File: src/rtl/fwd_hazard_unit_if.sv
// rtl/fwd_hazard_unit_if.sv - EX operand, pipeline-stage and hazard signals of the forwarding unit
interface fwd_hazard_unit_if #(
  parameter int XLEN    = 32,
  parameter int NUM_SRC = 2,
  parameter int REG_AW  = 5
);
  logic                      pipe_stall;
  logic                      ex_valid;
  logic [NUM_SRC*REG_AW-1:0] ex_rs_addr;
  logic [NUM_SRC-1:0]        ex_rs_used;
  logic [NUM_SRC*XLEN-1:0]   ex_rs_data;
  logic                      mem_valid;
  logic                      mem_regwrite;
  logic                      mem_is_load;
  logic [REG_AW-1:0]         mem_rd;
  logic [XLEN-1:0]           mem_data;
  logic                      wb_valid;
  logic                      wb_regwrite;
  logic [REG_AW-1:0]         wb_rd;
  logic [XLEN-1:0]           wb_data;
  logic [NUM_SRC*XLEN-1:0]   ex_op_data;
  logic [NUM_SRC*2-1:0]      fwd_src;
  logic                      load_use;
  logic                      mem_bubble;
  logic [31:0]               stall_cycles;
  logic [31:0]               lu_events;

  modport master (
    output pipe_stall, ex_valid, ex_rs_addr, ex_rs_used, ex_rs_data,
           mem_valid, mem_regwrite, mem_is_load, mem_rd, mem_data,
           wb_valid, wb_regwrite, wb_rd, wb_data,
    input  ex_op_data, fwd_src, load_use, mem_bubble, stall_cycles, lu_events
  );

  modport slave (
    input  pipe_stall, ex_valid, ex_rs_addr, ex_rs_used, ex_rs_data,
           mem_valid, mem_regwrite, mem_is_load, mem_rd, mem_data,
           wb_valid, wb_regwrite, wb_rd, wb_data,
    output ex_op_data, fwd_src, load_use, mem_bubble, stall_cycles, lu_events
  );
endinterface

File: src/rtl/fwd_hazard_unit.sv
// rtl/fwd_hazard_unit.sv - EX-stage operand forwarding mux, load-use stall FSM and stall counters
module fwd_hazard_unit #(
  parameter int XLEN       = 32,
  parameter int NUM_SRC    = 2,
  parameter int REG_AW     = 5,
  parameter int HIST_DEPTH = 1
) (
  input logic              clk,
  input logic              rst,
  fwd_hazard_unit_if.slave bus
);
  typedef enum logic {RUN, LU_WAIT} state_e;

  state_e                  state_q, state_d;
  logic [HIST_DEPTH-1:0]   hist_v_q;
  logic [REG_AW-1:0]       hist_rd_q   [HIST_DEPTH];
  logic [XLEN-1:0]         hist_data_q [HIST_DEPTH];
  logic [31:0]             stall_cycles_q;
  logic [31:0]             lu_events_q;

  logic                    hazard;
  logic [NUM_SRC*XLEN-1:0] op_data;
  logic [NUM_SRC*2-1:0]    sel;
  logic [REG_AW-1:0]       addr;
  logic                    used;
  logic                    mem_hit;
  logic                    wb_hit;

  // Sources are applied lowest priority first so later assignments win.
  always_comb begin
    hazard  = 1'b0;
    op_data = bus.ex_rs_data;
    sel     = '0;
    addr    = '0;
    used    = 1'b0;
    mem_hit = 1'b0;
    wb_hit  = 1'b0;
    for (int i = 0; i < NUM_SRC; i++) begin
      addr    = bus.ex_rs_addr[i*REG_AW +: REG_AW];
      used    = bus.ex_rs_used[i];
      mem_hit = used & bus.mem_valid & bus.mem_regwrite &
                (bus.mem_rd != '0) & (bus.mem_rd == addr);
      wb_hit  = used & bus.wb_valid & bus.wb_regwrite &
                (bus.wb_rd != '0) & (bus.wb_rd == addr);
      for (int h = HIST_DEPTH - 1; h >= 0; h--) begin
        if (used && hist_v_q[h] && (hist_rd_q[h] == addr)) begin
          sel[i*2 +: 2]            = 2'd3;
          op_data[i*XLEN +: XLEN]  = hist_data_q[h];
        end
      end
      if (wb_hit) begin
        sel[i*2 +: 2]           = 2'd2;
        op_data[i*XLEN +: XLEN] = bus.wb_data;
      end
      if (mem_hit && !bus.mem_is_load) begin
        sel[i*2 +: 2]           = 2'd1;
        op_data[i*XLEN +: XLEN] = bus.mem_data;
      end
      if (mem_hit && bus.mem_is_load && bus.ex_valid) begin
        hazard = 1'b1;
      end
    end
  end

  // A hazard seen in LU_WAIT is a younger load now in MEM; keep waiting for it.
  always_comb begin
    state_d = state_q;
    case (state_q)
      RUN:     if (hazard)  state_d = LU_WAIT;
      LU_WAIT: if (!hazard) state_d = RUN;
      default: state_d = RUN;
    endcase
  end

  always_ff @(posedge clk) begin
    if (rst) begin
      state_q        <= RUN;
      hist_v_q       <= '0;
      stall_cycles_q <= '0;
      lu_events_q    <= '0;
      for (int h = 0; h < HIST_DEPTH; h++) begin
        hist_rd_q[h]   <= '0;
        hist_data_q[h] <= '0;
      end
    end else if (!bus.pipe_stall) begin
      state_q        <= state_d;
      hist_v_q[0]    <= bus.wb_valid & bus.wb_regwrite & (bus.wb_rd != '0);
      hist_rd_q[0]   <= bus.wb_rd;
      hist_data_q[0] <= bus.wb_data;
      for (int h = 1; h < HIST_DEPTH; h++) begin
        hist_v_q[h]    <= hist_v_q[h-1];
        hist_rd_q[h]   <= hist_rd_q[h-1];
        hist_data_q[h] <= hist_data_q[h-1];
      end
      if (hazard && (stall_cycles_q != 32'hFFFF_FFFF)) begin
        stall_cycles_q <= stall_cycles_q + 32'd1;
      end
      if ((state_q == RUN) && (state_d == LU_WAIT) && (lu_events_q != 32'hFFFF_FFFF)) begin
        lu_events_q <= lu_events_q + 32'd1;
      end
    end
  end

  assign bus.ex_op_data   = op_data;
  assign bus.fwd_src      = sel;
  assign bus.load_use     = hazard;
  assign bus.mem_bubble   = hazard;
  assign bus.stall_cycles = stall_cycles_q;
  assign bus.lu_events    = lu_events_q;
endmodule

File: src/flat_wrapper.sv
// flat-port wrapper written by rule: the top's interface ports become plain ports
module fwd_hazard_unit_flat 
#(
  parameter int XLEN       = 32,
  parameter int NUM_SRC    = 2,
  parameter int REG_AW     = 5,
  parameter int HIST_DEPTH = 1
)
  (clk, rst, bus_pipe_stall, bus_ex_valid, bus_ex_rs_addr, bus_ex_rs_used, bus_ex_rs_data, bus_mem_valid, bus_mem_regwrite, bus_mem_is_load, bus_mem_rd, bus_mem_data, bus_wb_valid, bus_wb_regwrite, bus_wb_rd, bus_wb_data, bus_ex_op_data, bus_fwd_src, bus_load_use, bus_mem_bubble, bus_stall_cycles, bus_lu_events);
  fwd_hazard_unit_if #(.XLEN(XLEN), .NUM_SRC(NUM_SRC), .REG_AW(REG_AW)) bus_i ();
  input logic clk;
  input logic rst;
  input wire logic [$bits(bus_i.pipe_stall)-1:0] bus_pipe_stall;
  input wire logic [$bits(bus_i.ex_valid)-1:0] bus_ex_valid;
  input wire logic [$bits(bus_i.ex_rs_addr)-1:0] bus_ex_rs_addr;
  input wire logic [$bits(bus_i.ex_rs_used)-1:0] bus_ex_rs_used;
  input wire logic [$bits(bus_i.ex_rs_data)-1:0] bus_ex_rs_data;
  input wire logic [$bits(bus_i.mem_valid)-1:0] bus_mem_valid;
  input wire logic [$bits(bus_i.mem_regwrite)-1:0] bus_mem_regwrite;
  input wire logic [$bits(bus_i.mem_is_load)-1:0] bus_mem_is_load;
  input wire logic [$bits(bus_i.mem_rd)-1:0] bus_mem_rd;
  input wire logic [$bits(bus_i.mem_data)-1:0] bus_mem_data;
  input wire logic [$bits(bus_i.wb_valid)-1:0] bus_wb_valid;
  input wire logic [$bits(bus_i.wb_regwrite)-1:0] bus_wb_regwrite;
  input wire logic [$bits(bus_i.wb_rd)-1:0] bus_wb_rd;
  input wire logic [$bits(bus_i.wb_data)-1:0] bus_wb_data;
  output wire logic [$bits(bus_i.ex_op_data)-1:0] bus_ex_op_data;
  output wire logic [$bits(bus_i.fwd_src)-1:0] bus_fwd_src;
  output wire logic [$bits(bus_i.load_use)-1:0] bus_load_use;
  output wire logic [$bits(bus_i.mem_bubble)-1:0] bus_mem_bubble;
  output wire logic [$bits(bus_i.stall_cycles)-1:0] bus_stall_cycles;
  output wire logic [$bits(bus_i.lu_events)-1:0] bus_lu_events;
  assign bus_i.pipe_stall = bus_pipe_stall;
  assign bus_i.ex_valid = bus_ex_valid;
  assign bus_i.ex_rs_addr = bus_ex_rs_addr;
  assign bus_i.ex_rs_used = bus_ex_rs_used;
  assign bus_i.ex_rs_data = bus_ex_rs_data;
  assign bus_i.mem_valid = bus_mem_valid;
  assign bus_i.mem_regwrite = bus_mem_regwrite;
  assign bus_i.mem_is_load = bus_mem_is_load;
  assign bus_i.mem_rd = bus_mem_rd;
  assign bus_i.mem_data = bus_mem_data;
  assign bus_i.wb_valid = bus_wb_valid;
  assign bus_i.wb_regwrite = bus_wb_regwrite;
  assign bus_i.wb_rd = bus_wb_rd;
  assign bus_i.wb_data = bus_wb_data;
  assign bus_ex_op_data = bus_i.ex_op_data;
  assign bus_fwd_src = bus_i.fwd_src;
  assign bus_load_use = bus_i.load_use;
  assign bus_mem_bubble = bus_i.mem_bubble;
  assign bus_stall_cycles = bus_i.stall_cycles;
  assign bus_lu_events = bus_i.lu_events;
  fwd_hazard_unit #(.XLEN(XLEN), .NUM_SRC(NUM_SRC), .REG_AW(REG_AW), .HIST_DEPTH(HIST_DEPTH)) u_core (.clk(clk), .rst(rst), .bus(bus_i));
endmodule
File: config.mk
export PLATFORM = sky130hd
export DESIGN_NAME = fwd_hazard_unit_flat
export DESIGN_NICKNAME = d
export VERILOG_FILES = /design/src/rtl/fwd_hazard_unit_if.sv /design/src/rtl/fwd_hazard_unit.sv /design/src/flat_wrapper.sv
export SDC_FILE = /design/constraint.sdc
export NUM_CORES = 1
export LEC_CHECK = 0
export ABC_AREA = 1
export BUFFER_PORTS_ARGS = -buffer_cell sky130_fd_sc_hd__buf_4
export CAP_MARGIN = 10
export CORE_MARGIN = 1
export CORE_UTILIZATION = 56
export CTS_CLUSTER_SIZE = 40
export DETAILED_ROUTE_END_ITERATION = 12
export PLACE_DENSITY = 0.95
export RECOVER_POWER = 100
export SLEW_MARGIN = 20
export SYNTH_ARGS = -nofsm -noshare
export SYNTH_HDL_FRONTEND = slang
export SYNTH_SLANG_ARGS = --single-unit
File: constraint.sdc
create_clock -name clk -period 2.6 [get_ports clk]
set_input_delay 0.13 -clock clk [delete_from_list [all_inputs] [get_ports clk]]
set_output_delay 0.13 -clock clk [all_outputs]
set_load 0.01 [all_outputs]
==> results.py, run 1 <==
metrics = {
    "setup_path": {
        "crit_type": "register to output pin",
        "worst_path_max_fanout": 66,
        "critPathCaptureType": "output pin",
        "cp.required_ns": 2.47,
        "worstSetupStartpointType": "register",
        "worst-endpoint-arrival_ns": 2.22,
    },
    "routing": {
        "vias_per_cell": 5.47,
        "wl_um": 29000,
        "drt_first_iter_violations": 965,
        "route.detailed.wl_per_inst_um": 15.3,
        "drt_pre_antenna_iters": 7,
        "drc": 0,
        "detail_route_antenna_nets": 0,
        "num_vias": 10362,
    },
    "clock_network": {
        "post_cts_setup_driven_buffer_insertion_count": 0,
        "cts_resized": 0,
        "clock-root-buffer": "sky130_fd_sc_hd__clkbuf_16",
        "cts_inserted_buffers": 9,
        "worst_setup_hold_path_clk_slew_ns": 0.07,
        "cts_tree": "done",
        "numClockSinks": 103,
        "clock_path_buffers": 2,
        "clock_insertion_delay_worst_skew_ns": 0.35,
        "htree_levels": 3,
        "cts_hold_buf": 0,
    },
    "synthesis": {
        "post_synthesis_instance_total": 1444,
        "synth_top_area_share_pct": 28.0,
        "syn-num-nets": 1605,
        "synth_seq_area_share_pct": 29.0,
        "synth.largest_area_cell": "sky130_fd_sc_hd__nand2_1",
        "ys.warnings.count": 0,
        "number_of_enable_type_register_cells_in_the_synthesized_netlist": 37,
        "syn-mean-instance-area_um2": 5.80,
        "synth-seq-cells": 103,
        "most_used_dff_post_synth": "sky130_fd_sc_hd__dfxtp_1",
        "syn_area_um2": 8380,
        "post_synth_main_area_contributors": "sky130_fd_sc_hd__nand2_1 28%, sky130_fd_sc_hd__dfxtp_1 16%, sky130_fd_sc_hd__edfxtp_1 13%, sky130_fd_sc_hd__o21ai_0 6.9%, sky130_fd_sc_hd__nor2_1 6.6%",
        "netlist-cell-type-count": 39,
        "asyncSetResetFlopFracSynth_pct": 0,
    },
    "placement": {
        "final_estimated_routing_congestion_in_global_placement": 0.955,
        "dpl.hpwl_um": 21000,
        "post_dp_cell_area_um2": 10700,
        "numPortBuffers": 292,
    },
    "floorplan": {
        "row_count": 44,
        "core_area_um2": 14600,
        "initial_core_util_pct": 57.5,
        "pin_count": 293,
        "die_area_um2": 15500,
        "die_x_um": 124,
        "die-height_um": 124,
    },
    "timing": {
        "final_min_period_over_clock_period_pct": 90.3,
        "period_needed_ns": 2.35,
        "rsz0062_at_grt": "false",
        "slew-limit-headroom_pct": -28.1,
        "worstMarginPinSlew_ns": 1.92,
        "setup_tns_ns": 0,
        "finClkSkew_ns": 0.00853,
        "slew_viol_final": 39,
        "achievable-frequency_ghz": 0.426,
        "hold_violations": 0,
        "final-setup-viol-count": 0,
    },
    "finish": {
        "mostFrequentLayoutCell": "sky130_fd_sc_hd__nand2_1",
        "final_cell_mix": "637 x sky130_fd_sc_hd__nand2_1, 176 x sky130_fd_sc_hd__buf_4, 148 x sky130_fd_sc_hd__nor2_1",
        "final_layout_size_suffix_gt1_share_pct": 13.3,
        "area_growth_syn_to_layout_pct": 24.8,
        "finish.net_count": 1865,
        "postLayoutCellArea_um2": 10500,
    },
    "global_routing": {
        "grt_first_pass_wirelength_um": 46700,
        "gr_util_all_layers_pct": 36.7,
        "globalRoute.totalOverflow": 0,
        "largest_net_degree_at_the_start_of_global_routing": 67,
        "grt_antenna_before_repair": 1,
        "via_count_of_the_first_global_routing_pass": 9704,
    },
    "power": {
        "power.density_cell_area_nw_per_um2": 361,
        "power.static_leakage_nw": 4.93,
        "vdd.ir_drop.worst_uv": 259,
    },
    "run_status": {
        "status": "finished with violations",
        "violated_checks": "max-capacitance violations, max-slew violations",
    },
    "run": {
        "max-cap-violations": 1,
    },
    "min_path": {
        "min_delay_worst_type": "primary input to register",
    },
}
-- where the power goes --
part | total, mW | internal [mW] | switching [mW]
Sequential | 1.73 | 1.72 | 0.0151
Clock | 1.39 | 0.750 | 0.639
Combinational | 0.656 | 0.288 | 0.368
Total | 3.78 | 2.76 | 1.02
-- layer usage --
layer | track usage, % | wire [µm] | share of wire, %
met1 | 43.0 | 10800 | 37
met4 | 19.5 | 1220 | 4.2
met3 | 4.60 | 2640 | 9.1
met5 | 0 | 0 | 0
met2 | 65.0 | 14300 | 49
-- synth_stat cells (3+ instances only) --
| cell type | number |
|---|---|
| sky130_fd_sc_hd__buf_2 | 22 |
| sky130_fd_sc_hd__nor2_4 | 3 |
| sky130_fd_sc_hd__nand2_1 | 625 |
| sky130_fd_sc_hd__edfxtp_1 | 37 |
| sky130_fd_sc_hd__o21ai_0 | 116 |
| sky130_fd_sc_hd__nand3_1 | 48 |
| sky130_fd_sc_hd__nor3_1 | 30 |
| sky130_fd_sc_hd__a21oi_1 | 47 |
| sky130_fd_sc_hd__buf_4 | 3 |
| sky130_fd_sc_hd__xnor2_1 | 22 |
| sky130_fd_sc_hd__nor2_2 | 4 |
| sky130_fd_sc_hd__o22ai_1 | 4 |
| sky130_fd_sc_hd__xor2_1 | 26 |
| sky130_fd_sc_hd__inv_1 | 138 |
| sky130_fd_sc_hd__nor2_1 | 147 |
| sky130_fd_sc_hd__nand4_1 | 20 |
| sky130_fd_sc_hd__clkbuf_1 | 34 |
| sky130_fd_sc_hd__buf_6 | 4 |
| sky130_fd_sc_hd__dfxtp_1 | 66 |
| sky130_fd_sc_hd__nand2_2 | 16 |
| sky130_fd_sc_hd__a21oi_2 | 10 |
-- logic make-up (layout without fill, tap and decap cells) --
| group | after synthesis | in the layout | share of synthesized area [%] |
|---|---|---|---|
| simple gates | 905 | 905 | 44.1 |
| buf+inv | 205 | 470 | 10.2 |
| compound gates | 181 | 181 | 11.4 |
| flops | 103 | 103 | 29.0 |
| xor+xnor | 48 | 48 | 5.02 |
| fa+ha+maj | 2 | 2 | 0.299 |
| other cells | 0 | 1 | 0 |
-- worst max-delay path, cell delays in order (launching register included) --
cell and delay [ns]:
sky130_fd_sc_hd__edfxtp_1 0.42, sky130_fd_sc_hd__or2_0 0.21, sky130_fd_sc_hd__a21oi_1 0.17, sky130_fd_sc_hd__nand3_2 0.10
sky130_fd_sc_hd__buf_12 0.20, sky130_fd_sc_hd__o21ai_0 0.24, sky130_fd_sc_hd__nand2_1 0.10, sky130_fd_sc_hd__nand2_1 0.08
sky130_fd_sc_hd__nand2_1 0.06, sky130_fd_sc_hd__nand2_1 0.08, sky130_fd_sc_hd__clkbuf_1 0.17
-- layout make-up --
class,count,area [µm²]
inverters,140,526
multi-input cells,1136,5050
well taps,184,230
diodes,1,2.50
fillers,1410,4130
clock buffers,9,225
repair buffers,314,1920
flip-flops and latches,103,2430
clock inverters,7,67.6
-- through the flow --
| step | setup WS (ns) | instances | hold WS, ns | utilization [%] | power [mW] |
|---|---|---|---|---|---|
| after floorplan | 0.725 | 1444 | 0.333 | - | 2.07 |
| after global placement | 0.625 | 1877 | 0.442 | 73.6 | 2.45 |
| after detailed placement | 0.485 | 1877 | 0.454 | 73.6 | 2.47 |
| after CTS | 0.301 | 1893 | 0.0872 | 75.6 | 3.84 |
| after global routing | 0.0993 | 1894 | 0.104 | 71.7 | 3.92 |
| final | 0.252 | 1894 | 0.0999 | 71.7 | 3.78 |
-- final timing paths --
check                                                  from                          end  slack, ns  depth (start not counted)
worst min register to register  u_core.bus.stall_cycles[18]  u_core.bus.stall_cycles[18]       0.52                          2
worst max register to register   u_core.bus.stall_cycles[1]  u_core.bus.stall_cycles[11]       0.33                         11
worst max-delay path                 u_core.hist_rd_q[0][2]           bus_ex_op_data[51]       0.25                         10
worst min-delay path                        bus_wb_data[21]    u_core.hist_data_q[0][21]        0.1                          3
-- sequential cells by signal (all words and copies together), names as in the netlist --
signal,count
u_core.bus.lu_events,32
u_core.bus.stall_cycles,32
u_core.hist_data_q,32
u_core.hist_rd_q,5
u_core.hist_v_q,1
u_core.state_q,1
(Power assumes the default switching activity.)
==> inputs of run 2 (changes only) <==
--- a/config.mk
+++ b/config.mk
@@ -5,11 +5,10 @@
 export SDC_FILE = /design/constraint.sdc
 export NUM_CORES = 1
 export LEC_CHECK = 0
-export ABC_AREA = 1
 export BUFFER_PORTS_ARGS = -buffer_cell sky130_fd_sc_hd__buf_4
 export CAP_MARGIN = 10
 export CORE_MARGIN = 1
-export CORE_UTILIZATION = 56
+export CORE_UTILIZATION = 54
 export CTS_CLUSTER_SIZE = 40
 export DETAILED_ROUTE_END_ITERATION = 12
 export PLACE_DENSITY = 0.95
==> results.py, run 2 <==
metrics = {
    "run_status": {
        "status": "finished with violations",
        "violated_checks": "negative setup slack",
    },
    "setup_path": {
        "critPathCaptureType": "output pin",
        "crit_type": "register to output pin",
        "worst_path_max_fanout": 34,
        "cp.required_ns": 2.47,
        "worst-endpoint-arrival_ns": 2.47,
        "worstSetupStartpointType": "register",
    },
    "finish": {
        "finish.net_count": 1299,
        "area_growth_syn_to_layout_pct": 36.5,
        "final_cell_mix": "254 x sky130_fd_sc_hd__buf_4, 103 x sky130_fd_sc_hd__nor2_1, 66 x sky130_fd_sc_hd__a21o_1",
        "final.fill_count": 951,
        "mostFrequentLayoutCell": "sky130_fd_sc_hd__buf_4",
        "final_layout_size_suffix_gt1_share_pct": 28.5,
    },
    "synthesis": {
        "post_synthesis_instance_total": 867,
        "synth_most_common_cell": "sky130_fd_sc_hd__nor2_1",
        "syn_area_um2": 7390,
        "asyncSetResetFlopFracSynth_pct": 0,
        "synth-seq-cells": 103,
        "ys.warnings.count": 0,
        "number_of_enable_type_register_cells_in_the_synthesized_netlist": 37,
        "synth_seq_area_share_pct": 32.9,
        "most_used_dff_post_synth": "sky130_fd_sc_hd__dfxtp_1",
        "leading_cell_types_by_count_after_synthesis": "103 x sky130_fd_sc_hd__nor2_1, 66 x sky130_fd_sc_hd__a21o_1, 66 x sky130_fd_sc_hd__dfxtp_1",
        "netlist-cell-type-count": 57,
        "post_synth_main_area_contributors": "sky130_fd_sc_hd__dfxtp_1 18%, sky130_fd_sc_hd__edfxtp_1 15%, sky130_fd_sc_hd__mux2i_1 8.7%, sky130_fd_sc_hd__a21o_1 6.7%, sky130_fd_sc_hd__a211oi_1 6.5%",
        "synth.largest_area_cell": "sky130_fd_sc_hd__dfxtp_1",
        "synth_top_area_share_pct": 17.9,
        "syn-mean-instance-area_um2": 8.52,
        "syn-num-nets": 1028,
    },
    "clock_network": {
        "clock_insertion_delay_worst_skew_ns": 0.35,
        "cts_hold_buf": 0,
        "cts_inserted_buffers": 9,
        "htree_levels": 3,
        "clock_path_buffers": 2,
        "numClockSinks": 103,
        "cts_tree": "done",
        "clock-root-buffer": "sky130_fd_sc_hd__clkbuf_16",
        "worst_setup_hold_path_clk_slew_ns": 0.07,
    },
    "power": {
        "power.static_leakage_nw": 4.70,
        "vdd.ir_drop.worst_uv": 408,
        "power.density_cell_area_nw_per_um2": 383,
    },
    "floorplan": {
        "initial_core_util_pct": 55.6,
        "die_x_um": 119,
        "core_area_um2": 13300,
        "die-height_um": 119,
        "row_count": 42,
        "pin_count": 293,
        "die_area_um2": 14200,
    },
    "timing": {
        "setup_ws_ns": -0.00245,
        "period_needed_ns": 2.60,
        "worstMarginPinSlew_ns": 1.15,
        "slew_viol_final": 0,
        "rsz0062_at_grt": "true",
        "hold_violations": 0,
        "slew-limit-headroom_pct": 23.2,
        "final.hold.worst_slack_ns": 0.0873,
        "final_min_period_over_clock_period_pct": 100,
        "achievable-frequency_ghz": 0.384,
        "final-setup-viol-count": 1,
        "finClkSkew_ns": 0.00795,
    },
    "routing": {
        "detail_route_antenna_nets": 0,
        "route.detailed.wl_per_inst_um": 19.6,
        "wl_um": 25900,
        "drt_pre_antenna_iters": 7,
        "num_vias": 8196,
        "drt_first_iter_violations": 863,
        "drc": 0,
        "vias_per_cell": 6.21,
    },
    "global_routing": {
        "grt_antenna_before_repair": 1,
        "grt_first_pass_wirelength_um": 39000,
        "globalRoute.totalOverflow": 0,
        "largest_net_degree_at_the_start_of_global_routing": 67,
        "gr_util_all_layers_pct": 34.4,
        "via_count_of_the_first_global_routing_pass": 7634,
    },
    "placement": {
        "numPortBuffers": 292,
        "final_estimated_routing_congestion_in_global_placement": 0.940,
        "dpl.hpwl_um": 18500,
        "preCtsSetupSlack_ns": 0.0508,
    },
    "min_path": {
        "min_delay_worst_type": "primary input to register",
    },
    "run": {
        "max-cap-violations": 0,
    },
}
run 2: cell types whose count changed in the layout (fill, tap and decap cells not counted), moves of 32 or more:
cell	change
sky130_fd_sc_hd__nor2_1	-45
sky130_fd_sc_hd__nand3_1	-32
sky130_fd_sc_hd__mux2i_1	+63
sky130_fd_sc_hd__nand2_1	-615
sky130_fd_sc_hd__a21o_1	+66
sky130_fd_sc_hd__inv_1	-123
sky130_fd_sc_hd__clkbuf_1	-69
sky130_fd_sc_hd__o21ai_0	-94
sky130_fd_sc_hd__a211oi_1	+53
sky130_fd_sc_hd__buf_4	+78
run 2: area by class of cell:
cell class | count | area, µm² | share of cell area (%)
timing repair buffer | 328 | 2310 | 22.9
tap | 176 | 220 | 2.18
inverter | 15 | 56.3 | 0.558
multi-input combinational | 681 | 4730 | 46.9
clock buffer | 12 | 289 | 2.87
clock inverter | 4 | 40.0 | 0.397
antenna | 1 | 2.50 | 0.0248
sequential | 103 | 2430 | 24.1
run 2: cell families (layout without fill, tap and decap cells):
logic type / after synthesis / in the layout / synth area share, %
buf+inv: 83 / 359 / 4.35
compound gates: 232 / 232 / 21.7
fa+ha+maj: 2 / 2 / 0.339
xor+xnor: 35 / 35 / 4.15
flops: 103 / 103 / 32.9
simple gates: 332 / 332 / 25.4
other cells: 0 / 1 / 0
mux: 80 / 80 / 11.1
run 2: power breakdown:
part	switching, mW	internal, mW
combinational	0.279	0.354
clock	0.663	0.813
sequential	0.0307	1.72
total	0.973	2.89
run 2: stage by stage:
step	util, %	power [mW]	setup TNS (ns)	cells	instance area (µm²)
floorplan	-	2.03	0	867	7390
global placement	74.0	2.39	0	1297	9840
detailed placement	74.0	2.40	0	1297	9840
CTS	76.5	3.85	0	1313	10200
global route	75.9	3.98	-0.812	1320	10100
finish	75.9	3.86	-0.00245	1320	10100
run 2: worst paths after layout:
kind | start | end | slack [ns] | cells past startpoint
max | u_core.hist_rd_q[0][4] | bus_ex_op_data[8] | -0.002 | 8
max reg2reg | u_core.bus.lu_events[5] | u_core.bus.lu_events[17] | 0.06 | 5
min | bus_wb_data[27] | u_core.hist_data_q[0][27] | 0.09 | 2
min reg2reg | u_core.bus.stall_cycles[29] | u_core.bus.stall_cycles[29] | 0.51 | 2
run 2: repair_timing:
item,4_1_cts,5_1_grt
gates cloned,0,2
gates resized for setup,2,24
pin swaps,1,10
setup endpoints to repair,4,30
buffers inserted,0,4
hold endpoints to repair,0,0
run 2: critical path: stages (launching register included):
cell	delay, ns
sky130_fd_sc_hd__edfxtp_1	0.43
sky130_fd_sc_hd__xor2_1	0.20
sky130_fd_sc_hd__nor4_1	0.28
sky130_fd_sc_hd__nand4_1	0.19
sky130_fd_sc_hd__buf_12	0.24
sky130_fd_sc_hd__mux2i_1	0.15
sky130_fd_sc_hd__a211oi_1	0.29
sky130_fd_sc_hd__a21o_1	0.18
sky130_fd_sc_hd__buf_4	0.14
run 2: per-layer routing:
layer	part of all wire, %	global-route usage (%)	vias to the layer above
li1	-	-	3784
met2	49	59.1	446
met3	7.6	7.61	82
met1	39	41.6	3884
met5	0	0	-
met4	4.3	13.4	0
